### src/rtl/pipe_stage_latch.sv
// Inter-stage pipeline latch: carries a WIDTH-bit bundle through STAGES valid-qualified
// registers, with flush-to-bubble, occupancy and saturating stall/flush counters.
module pipe_stage_latch #(
  parameter int WIDTH = 32,
  parameter int STAGES = 1,
  parameter logic [WIDTH-1:0] CTRL_MASK = {WIDTH{1'b0}},
  parameter int CNT_W = 16
) (
  input  logic             clk,
  input  logic             reset,
  input  logic             stall,
  input  logic             flush,
  input  logic             clr_counts,
  input  logic             in_valid,
  input  logic [WIDTH-1:0] in_data,
  output logic             out_valid,
  output logic [WIDTH-1:0] out_data,
  output logic [2:0]       occupancy,
  output logic [CNT_W-1:0] stall_count,
  output logic [CNT_W-1:0] flush_count
);

  if (STAGES < 1 || STAGES > 4) begin : g_bad_stages
    $error("pipe_stage_latch: STAGES must be within 1..4");
  end

  localparam logic [WIDTH-1:0] KEEP_MASK = ~CTRL_MASK;
  localparam logic [CNT_W-1:0] CNT_MAX   = '1;
  localparam logic [CNT_W-1:0] CNT_ONE   = CNT_W'(1);

  genvar gi;

  logic [STAGES-1:0]            valid_reg;
  logic [STAGES-1:0]            shift_valid;
  logic [STAGES-1:0][WIDTH-1:0] data_reg;
  logic [STAGES-1:0][WIDTH-1:0] shift_data;
  logic [STAGES-1:0][WIDTH-1:0] bubble_data;
  logic [CNT_W-1:0]             stall_count_reg;
  logic [CNT_W-1:0]             flush_count_reg;
  logic [2:0]                   occupancy_next;

  // Entering bubbles are scrubbed so control bits never need gating by valid.
  assign shift_valid[0] = in_valid;
  assign shift_data[0]  = in_valid ? in_data : (in_data & KEEP_MASK);

  for (gi = 1; gi < STAGES; gi++) begin : g_shift
    assign shift_valid[gi] = valid_reg[gi-1];
    assign shift_data[gi]  = data_reg[gi-1];
  end

  for (gi = 0; gi < STAGES; gi++) begin : g_bubble
    assign bubble_data[gi] = data_reg[gi] & KEEP_MASK;
  end

  always_ff @(posedge clk) begin
    if (reset) begin
      valid_reg <= '0;
      data_reg  <= '0;
    end else if (flush) begin
      valid_reg <= '0;
      data_reg  <= bubble_data;
    end else if (!stall) begin
      valid_reg <= shift_valid;
      data_reg  <= shift_data;
    end
  end

  // Clear outranks increment; a flush cycle never counts as a stall.
  always_ff @(posedge clk) begin
    if (reset || clr_counts) begin
      stall_count_reg <= '0;
      flush_count_reg <= '0;
    end else begin
      if (flush && flush_count_reg != CNT_MAX) begin
        flush_count_reg <= flush_count_reg + CNT_ONE;
      end
      if (stall && !flush && stall_count_reg != CNT_MAX) begin
        stall_count_reg <= stall_count_reg + CNT_ONE;
      end
    end
  end

  always_comb begin
    occupancy_next = '0;
    for (int k = 0; k < STAGES; k++) begin
      occupancy_next = occupancy_next + 3'(valid_reg[k]);
    end
  end

  assign out_valid   = valid_reg[STAGES-1];
  assign out_data    = data_reg[STAGES-1];
  assign occupancy   = occupancy_next;
  assign stall_count = stall_count_reg;
  assign flush_count = flush_count_reg;

endmodule
### config.mk
export PLATFORM = sky130hd
export DESIGN_NAME = pipe_stage_latch
export DESIGN_NICKNAME = d
export VERILOG_FILES = /design/src/rtl/pipe_stage_latch.sv
export SDC_FILE = /design/constraint.sdc
export NUM_CORES = 1
export LEC_CHECK = 0
export ABC_CLOCK_PERIOD_IN_PS = 1700
export CORE_MARGIN = 2
export CORE_UTILIZATION = 30
export CTS_BUF_LIST = sky130_fd_sc_hd__clkbuf_4
export CTS_CLUSTER_SIZE = 10
export DETAILED_ROUTE_END_ITERATION = 8
export HOLD_SLACK_MARGIN = 0.12
export PLACE_DENSITY = 0.66
export SYNTH_ARGS = -nofsm -noshare
export SYNTH_HDL_FRONTEND = slang
export SYNTH_SLANG_ARGS = --single-unit
### constraint.sdc
create_clock -name clk -period 1.7 [get_ports clk]
set_input_delay 0.17 -clock clk [delete_from_list [all_inputs] [get_ports clk]]
set_output_delay 0.17 -clock clk [all_outputs]
set_load 0.005 [all_outputs]
# == After elaboration in Yosys (flattened, before gate mapping) ==
# Index checks and enable logic that the tools add are counted.
# classes
eq_ne,2
addsub,2
reduce_logical,7
n_bitwise,2
# ops
op,count
adder 16 x 1 -> 16 bit (second input constant),2
inequality test 16 bit (second input constant),2
logical AND 1 bit,3
NOT 1 bit,2
AND reduction 2 bit,1
OR reduction 2 bit,1
logical NOT 1 bit,1
logical OR 1 bit,1
# word_totals
word_cells,17
output_inout_bits,68
input_bits,38
reg_bits,65

# == Logic depth before layout (Yosys ltp) ==
# Gate-level depths: netlist (run 1).
# logic_depth
word_depth,3
mapped_depth,6
depth_no_buf,5

# == Worst setup path before layout (run 1) ==
# OpenSTA, ideal clock, no wires.
# synth_timing
path_kind,flip-flop to flip-flop
start,reg flush_count_reg[0] (netlist: flush_count[0])
end,reg flush_count_reg[10] (netlist: flush_count[10])
n_path_buf,1
t_required_ns,1.630
arrival_time_ns,1.746
period_less_slack_ns,1.816
setup_time_ns,0.070
path_slack_ns,-0.116
path_stages_with_launch,7
path_cell_list,dfxtp_1 ha_1 nand2_1 or3_1 clkbuf_1 or4_1 a21oi_1
# synth_between
elab_chain_len,2
elab_cells_between_ends,3
classes_between,add/sub (1); eq/ne (1); reduce/logical (1)
# synth_rtl
element,line_no,source
"start, declared",39,logic [CNT_W-1:0] flush_count_reg;
"start signal, assigned",75,flush_count_reg <= flush_count_reg + CNT_ONE;
branches (longest 2 deep; another with adder 16 x 1 -> 16 bit),--,
# Several ways; the timed one is not identified.
# A chain may end at the register's enable or synchronous reset.

# == Worst setup path in the final report (run 1) ==
# layout_timing
start,reg stall_count_reg[3] (netlist: stall_count[3])
end,reg stall_count_reg[9] (netlist: stall_count[9])
# layout_between
elab_chain_len,2
elab_cells_between_ends,3
classes_between,add/sub (1); eq/ne (1); reduce/logical (1)
# layout_rtl
element,line_no,source
"start, declared",38,logic [CNT_W-1:0] stall_count_reg;
"start signal, assigned",78,stall_count_reg <= stall_count_reg + CNT_ONE;
branches (longest 2 deep; another with adder 16 x 1 -> 16 bit),--,
# Several ways; the timed one is not identified.

==> results.txt, run 1 <==
----------------------------------------------------
[Status]
  Status ... complete, no violations

[Global route]
  Global route overflow ... 0
  Global-route wire length before repair ... 14500 um
  Initial antenna violation count ... 0
  Overall global routing resource usage ... 17.4%
  Vias in the first global route ... 3078
  Pin count of the biggest net entering global routing ... 33

[STA]
  FMAX ... 589 MHz
  Sum Neg Setup Slack ... 0 ps
  Final Hold Fails ... 0
  Minimum period implied by the final worst setup slack ... 1700 ps
  Final worst path period share ... 99.9%
  Pins over their slew limit ... 0
  Final setup fails ... 0
  Unrepaired setup endpoints after global routing ... true
  Fin worst setup slack ... 2.26 ps
  Fin Hold WS ... 188 ps
  Clock tree skew after final layout ... 17.6 ps

[Clock network]
  Maximum level of the CTS H-tree ... 3
  Latest clock arrival within the worst-skew pair ... 410 ps
  CTS tree ... built
  Clock-pin slew on the worst setup and hold paths ... 120 ps
  Root buf cell ... sky130_fd_sc_hd__clkbuf_4
  Number of buffers created by CTS ... 9
  Longest Clk Path Bufs ... 2
  Number of clock sinks ... 65

[Synthesis]
  Count of flip-flops with a built-in enable after synthesis ... 0
  Synth cell count leaders ... 83 x sky130_fd_sc_hd__nand2_1, 65 x sky130_fd_sc_hd__dfxtp_1, 47 x sky130_fd_sc_hd__a21oi_1
  Number of instances in the synthesized netlist ... 367
  Synth Area in Compound Gates ... 17.0%
  Count of distinct cell types in the synthesized netlist ... 36
  Cell with the most instances after synthesis ... sky130_fd_sc_hd__nand2_1
  Post-Synth XOR/XNOR Area ... 0%
  Post-synthesis mux area share ... 1.38%
  Simple-gate portion of the synthesized area ... 30.6%
  Share of Yosys cell area claimed by the top area cell type ... 44.9%
  Syn. warnings ... 0
  Synthesized cell area ... 2900 sq um
  Portion of the post-synthesis area used by sequential elements ... 44.9%
  Largest area contributor in the netlist ... sky130_fd_sc_hd__dfxtp_1
  Number of flip-flops and latches in the synthesized netlist ... 65
  Share of flip-flops with an asynchronous set or reset ... 0%
  Adder-cell share of the synthesized area ... 0.864%
  Largest family of logic cells by synthesized area ... simple AND/OR/NAND/NOR gates
  Top area cells in the synthesized netlist ... sky130_fd_sc_hd__dfxtp_1 45%, sky130_fd_sc_hd__nand2_1 11%, sky130_fd_sc_hd__a21oi_1 8.1%
  Mean area per synthesized cell ... 7.89 sq um
  Top FF cell, synth ... sky130_fd_sc_hd__dfxtp_1

[Power]
  Share of power burned in registers ... 48.5%
  Clock share of power ... 40.6%
  Combinational cell fraction of total power ... 10.9%
  Cell-internal power ... 2.50 mW
  Maximum resistive drop on vdd ... 0.379 mV
  Power density normalized to cell area ... 675 nW/um^2
  Total net switching power ... 0.758 mW
  Total leakage power ... 1.70 nW
  Sw frac ... 23.3%

[Route]
  Routed via count divided by cell count ... 5.00
  Number of design rule violations left after detail routing ... 0
  Detailed Route Iter0 Violations ... 100
  Average wire per cell in the routed design ... 14.0 um
  Count of nets left with antenna violations after detail routing ... 0
  Number of iterations in the first detailed-routing pass ... 4
  Aggregate routed wire length ... 9010 um
  Routed via count ... 3209

[Worst setup path]
  Arrival time reported for the critical path endpoint ... 2050 ps
  Crit Path Max Fanout ... 5
  R2R Path Start ... stall_count[3]
  Critical path data required time ... 2050 ps
  Register-to-register path setup slack ... 2 ps
  Origin of the worst setup path ... stall_count[3]
  Worst r2r dst ... stall_count[9]
  Critical path destination ... stall_count[9]
  Worst setup path category ... reg2reg
  Startpoint type of the worst setup path ... flip-flop
  Number of cells on the worst reg-to-reg path ... 4
  Critical path endpoint category ... flip-flop

[Floorplan]
  Die extent in x ... 102 um
  Die Footprint ... 10500 sq um
  Initial core utilization ... 31.2%
  Core ar. ... 9280 sq um
  Row count ... 35
  Count of boundary I/O pins ... 106
  Die extent in y ... 102 um

[Placed design]
  Pre-CTS setup slack ... -434 ps
  Number of input and output port buffers inserted ... 103
  Area of placed instances ... 4440 sq um
  Final HPWL from detailed placement ... 6400 um
  Final Wtd Congestion ... 0.873

[Run]
  Max_cap viols ... 0

[Layout]
  Final net count ... 548
  Antenna Diode Count ... 0
  Area used by multi-input combinational logic ... 1650 sq um
  Sequential cell area ... 1340 sq um
  Non-Filler Cell Area, Final ... 4830 sq um
  Area delta synth->final ... 66.7%
  Filler instances ... 915
  Number of flip-flops in the largest register ... 32
  Share of layout cells above drive strength 1 ... 24.8%

[Worst hold path]
  Startpoint of the most critical hold path ... flush
  Type of the tightest min-delay check ... in2reg

----------------------------------------------------
metal layers:
metal	part of all wire (%)	GRT usage, %	vias to the layer above	routed length [um]
met5	0	0	-	0
met4	1.6	6.36	0	140
met3	8.1	6.43	13	725
met2	47	28.1	99	4260
met1	43	21.2	1497	3880
li1	-	-	1600	-
worst max-delay path: stages, from the launching register on:
cell	delay [ps]
sky130_fd_sc_hd__dfxtp_2	370
sky130_fd_sc_hd__nand3_2	100
sky130_fd_sc_hd__or4_4	560
sky130_fd_sc_hd__or4_4	500
sky130_fd_sc_hd__a21oi_2	120
final cells by class:
| cell class | count | share of cell area (%) |
|---|---|---|
| clock inverter | 7 | 2.26 |
| tap | 129 | 3.34 |
| inverter | 6 | 0.467 |
| timing repair buffer | 157 | 30.5 |
| multi-input combinational | 269 | 34.3 |
| sequential | 65 | 27.7 |
| clock buffer | 9 | 1.40 |
power by group through the flow:
| stage | Sequential (mW) | Clock (mW) | Combinational (mW) |
|---|---|---|---|
| global route | 1.59 | 1.43 | 0.390 |
| detailed placement | 1.62 | 0 | 0.345 |
| finish | 1.58 | 1.32 | 0.356 |
| floorplan | 1.62 | 0 | 0.118 |
| CTS | 1.58 | 1.37 | 0.357 |
| global placement | 1.62 | 0 | 0.341 |
what timing repair did:
action / 4_1_cts / 5_1_grt
gates resized for setup: 3 / 43
cloned: 0 / 1
buffers inserted: 3 / 1
hold buffers: 0 / 0
setup endpoints to repair: 10 / 27
pin swaps: 2 / 23
worst min-delay path by stage:
stage	endpoint	slack (ps)	cells past startpoint
after floorplan	out_data[0]	310	2
after global placement	out_data[27]	440	2
after detailed placement	out_data[9]	450	2
after CTS	out_data[9]	260	3
after global routing	out_valid	180	3
final	out_valid	190	3
placed cells by master, fill, tap and decap left out, types with 4 or more instances in the layout:
cell type / n
sky130_fd_sc_hd__buf_4: 50
sky130_fd_sc_hd__a21oi_2: 5
sky130_fd_sc_hd__clkdlybuf4s50_1: 101
sky130_fd_sc_hd__inv_1: 6
sky130_fd_sc_hd__clkbuf_4: 9
sky130_fd_sc_hd__dfxtp_2: 12
sky130_fd_sc_hd__nand3_1: 14
sky130_fd_sc_hd__dfxtp_4: 6
sky130_fd_sc_hd__o211ai_1: 9
sky130_fd_sc_hd__nand4_1: 13
sky130_fd_sc_hd__nand3_2: 4
sky130_fd_sc_hd__or4_1: 7
sky130_fd_sc_hd__or3_1: 10
sky130_fd_sc_hd__nor2_1: 8
sky130_fd_sc_hd__dfxtp_1: 47
sky130_fd_sc_hd__or2_2: 4
sky130_fd_sc_hd__mux2i_1: 4
sky130_fd_sc_hd__a21oi_1: 42
sky130_fd_sc_hd__nor4_1: 4
sky130_fd_sc_hd__o31ai_1: 5
sky130_fd_sc_hd__o21ai_0: 4
sky130_fd_sc_hd__nand2_1: 82
sky130_fd_sc_hd__or3_4: 4
sky130_fd_sc_hd__nor3_1: 7
sky130_fd_sc_hd__or4_4: 6
kinds of logic (layout without fill, tap and decap cells):
group | count (synthesis) | in the layout
AO/OA/AOI/OAI | 83 | 83
adder cells (fa/ha/maj) | 2 | 2
buffers and inverters | 34 | 179
flip-flops | 65 | 65
multiplexers | 4 | 4
other | 1 | 2
AND/OR/NAND/NOR | 178 | 178
per-stage QoR:
| step | power (mW) | cells | util, % |
|---|---|---|---|
| 4_1_cts | 3.31 | 640 | 50.0 |
| 3_3_place_gp | 1.96 | 621 | 47.8 |
| 6_report | 3.26 | 642 | 52.0 |
| 5_1_grt | 3.40 | 642 | 52.0 |
| 3_5_place_dp | 1.97 | 621 | 47.8 |
| 2_1_floorplan | 1.74 | 368 | - |
No activity file was read; power rests on OpenSTA's default activity.
==> run 2: changes to the inputs <==
Settings changed: CORE_UTILIZATION 30 to 41, PLACE_DENSITY 0.66 to 0.84.
==> results.txt, run 2 (same netlist as run 1, synthesis figures left out) <==
----------------------------------------------------
[Route]
  Average wire per cell in the routed design ... 14.3 um (+2.0%)
  Number of iterations in the first detailed-routing pass ... 4 (unchanged)
  Routed via count ... 3257 (+1.5%)
  Routed via count divided by cell count ... 5.31 (+6.3%)
  Number of design rule violations left after detail routing ... 0 (unchanged)
  Detailed Route Iter0 Violations ... 131 (+31%)
  Aggregate routed wire length ... 8770 um (-2.6%)
  Count of nets left with antenna violations after detail routing ... 0 (unchanged)

[Floorplan]
  Initial core utilization ... 42.4% (+11 points)
  Die Footprint ... 7750 sq um (-26%)
  Die extent in x ... 88.0 um (-14%)
  Row count ... 30 (-14%)
  Core ar. ... 6830 sq um (-26%)
  Die extent in y ... 88.0 um (-14%)
  Count of boundary I/O pins ... 106 (unchanged)

[Clock network]
  Hold buffer count at CTS ... 0 (unchanged)
  Latest clock arrival within the worst-skew pair ... 420 ps (about the same)
  Clock-pin slew on the worst setup and hold paths ... 120 ps (about the same)
  Root buf cell ... sky130_fd_sc_hd__clkbuf_4
  Longest Clk Path Bufs ... 2 (unchanged)
  Maximum level of the CTS H-tree ... 3 (unchanged)
  Number of clock sinks ... 65 (unchanged)
  Number of buffers created by CTS ... 9 (unchanged)
  CTS tree ... built

[Global route]
  Global route overflow ... 0 (unchanged)
  Initial antenna violation count ... 0 (unchanged)
  Pin count of the biggest net entering global routing ... 37 (+12%)
  Global-route wire length before repair ... 13700 um (-5.5%)
  Overall global routing resource usage ... 22.6% (+5.2 points)
  Vias in the first global route ... 3086 (+0.26%)

[Worst setup path]
  Critical path endpoint category ... flip-flop
  Slowest stage cell, crit path ... sky130_fd_sc_hd__or4_4
  Origin of the worst setup path ... stall_count[0]
  Peak per-stage delay on the critical path ... 510 ps (-50 ps)
  Crit Path Max Fanout ... 5 (unchanged)
  Critical path data required time ... 2070 ps (+20 ps)
  Arrival time reported for the critical path endpoint ... 2070 ps (+20 ps)
  Startpoint type of the worst setup path ... flip-flop
  Worst setup path category ... reg2reg
  R2R Path Start ... stall_count[0]
  Critical Path Most Common Cell ... sky130_fd_sc_hd__or4_4
  Crit-path cells ... buf_4, nand2_1, or4_4, or4_4, a21oi_2

[STA]
  Final Hold Fails ... 0 (unchanged)
  Unrepaired setup endpoints after global routing ... true
  Pins over their slew limit ... 0 (unchanged)
  Sum Neg Setup Slack ... 0 ps (unchanged)
  Final setup fails ... 0 (unchanged)
  Clock tree skew after final layout ... 12.8 ps (-4.85 ps)
  Fin Hold WS ... 281 ps (+93.7 ps)
  Minimum period implied by the final worst setup slack ... 1700 ps (-1.47 ps)
  FMAX ... 590 MHz (about the same)
  Final worst path period share ... 99.8% (about the same)

[Power]
  PnR Total Power ... 3.14 mW (-3.6%)
  Combinational cell fraction of total power ... 11.4% (+0.5 points)
  Power density normalized to cell area ... 663 nW/um^2 (-1.8%)
  Share of power burned in registers ... 50.4% (+1.9 points)
  Cell-internal power ... 2.37 mW (-5.3%)
  Total leakage power ... 1.71 nW (+0.19%)
  Sw frac ... 24.6% (+1.3 points)
  Total net switching power ... 0.773 mW (+1.9%)
  Clock share of power ... 38.2% (-2.4 points)
  Maximum resistive drop on vdd ... 0.542 mV (+43%)

[Layout]
  Leading cell type in the layout, fill and taps excluded ... sky130_fd_sc_hd__clkdlybuf4s50_1
  Filler instances ... 537 (-41%)
  Area delta synth->final ... 63.6%
  Number of flip-flops in the largest register ... 32 (unchanged)
  Antenna Diode Count ... 0 (unchanged)
  Commonest non-fill, non-tap cells in the layout ... 101 x sky130_fd_sc_hd__clkdlybuf4s50_1, 83 x sky130_fd_sc_hd__nand2_1, 54 x sky130_fd_sc_hd__buf_4, 49 x sky130_fd_sc_hd__dfxtp_1, 44 x sky130_fd_sc_hd__a21oi_1
  Share of layout cells above drive strength 1 ... 23.2% (-1.5 points)
  Final net count ... 552 (+0.73%)

[Placed design]
  Final HPWL from detailed placement ... 6110 um (-4.6%)
  Number of input and output port buffers inserted ... 103 (unchanged)
  Final Wtd Congestion ... 0.847 (-3.0%)

[Status]
  Status ... complete, no violations

[Run]
  Max_cap viols ... 0 (unchanged)

[Worst hold path]
  Startpoint of the most critical hold path ... in_data[30]
  Type of the tightest min-delay check ... in2reg

----------------------------------------------------
## run 2: cell types whose count changed in the layout (fill, tap and decap cells not counted), moves of 2 or more
cell / before / now
sky130_fd_sc_hd__clkinv_4: 0 / 2
sky130_fd_sc_hd__o21ai_0: 4 / 6
sky130_fd_sc_hd__buf_4: 50 / 54
sky130_fd_sc_hd__or3_1: 10 / 12
sky130_fd_sc_hd__a21oi_1: 42 / 44
sky130_fd_sc_hd__or3_4: 4 / 2
sky130_fd_sc_hd__o41ai_1: 2 / 4
sky130_fd_sc_hd__dfxtp_2: 12 / 10
sky130_fd_sc_hd__a21oi_2: 5 / 3
sky130_fd_sc_hd__dfxtp_1: 47 / 49
## run 2: timing repair
item / 4_1_cts / 5_1_grt
gates cloned: 0 / 1
setup buffers: 4 / 4
setup endpoints to repair: 14 / 25
resized for setup: 5 / 23
pin swaps: 1 / 17
## run 2: critical path: cells and delay by family, from the launching register on
family          cells  cell delay, ps
compound gates      1             120
buf+inv             1             120
flops               1             380
simple gates        3            1030
## run 2: per-layer routing
metal | routed length, um | track usage [%] | vias up
met3 | 676 | 7.45 | 21
met2 | 4260 | 36.5 | 112
met5 | 0 | 0 | -
li1 | - | - | 1608
met1 | 3610 | 27.1 | 1516
met4 | 218 | 11.0 | 0
## run 2: cell type report
type | count | area (sq um) | share of cell area [%]
Clock inverter | 7 | 95.1 | 2.01
Multi-Input combinational cell | 269 | 1580 | 33.4
Sequential cell | 65 | 1340 | 28.2
Timing Repair Buffer | 161 | 1510 | 31.9
Clock buffer | 9 | 67.6 | 1.43
Inverter | 6 | 22.5 | 0.475
Tap cell | 96 | 120 | 2.54
## run 2: metrics by stage
stage,utilization [%],instance area [sq um],worst slack (ps),cells
2_1_floorplan,-,2980,-17.1,368
3_3_place_gp,64.5,4410,-399,588
3_5_place_dp,64.5,4410,-441,588
4_1_cts,67.7,4630,1.46,608
5_1_grt,69.3,4740,-28.0,613
6_report,69.3,4740,3.73,613
## run 2: power by group through the flow
stage	logic, mW	clock network (mW)	registers [mW]
CTS	0.357	1.22	1.59
global route	0.391	1.30	1.59
floorplan	0.118	0	1.62
finish	0.359	1.20	1.58
detailed placement	0.346	0	1.62
global placement	0.341	0	1.62
## run 2: path summary, 6_finish.rpt
kind	to	slack [ps]	cells past startpoint
setup / recovery	stall_count[9]	4	5
hold / removal	out_data[30]	280	3
setup reg to reg	stall_count[9]	4	5
hold reg to reg	out_data[6]	460	2
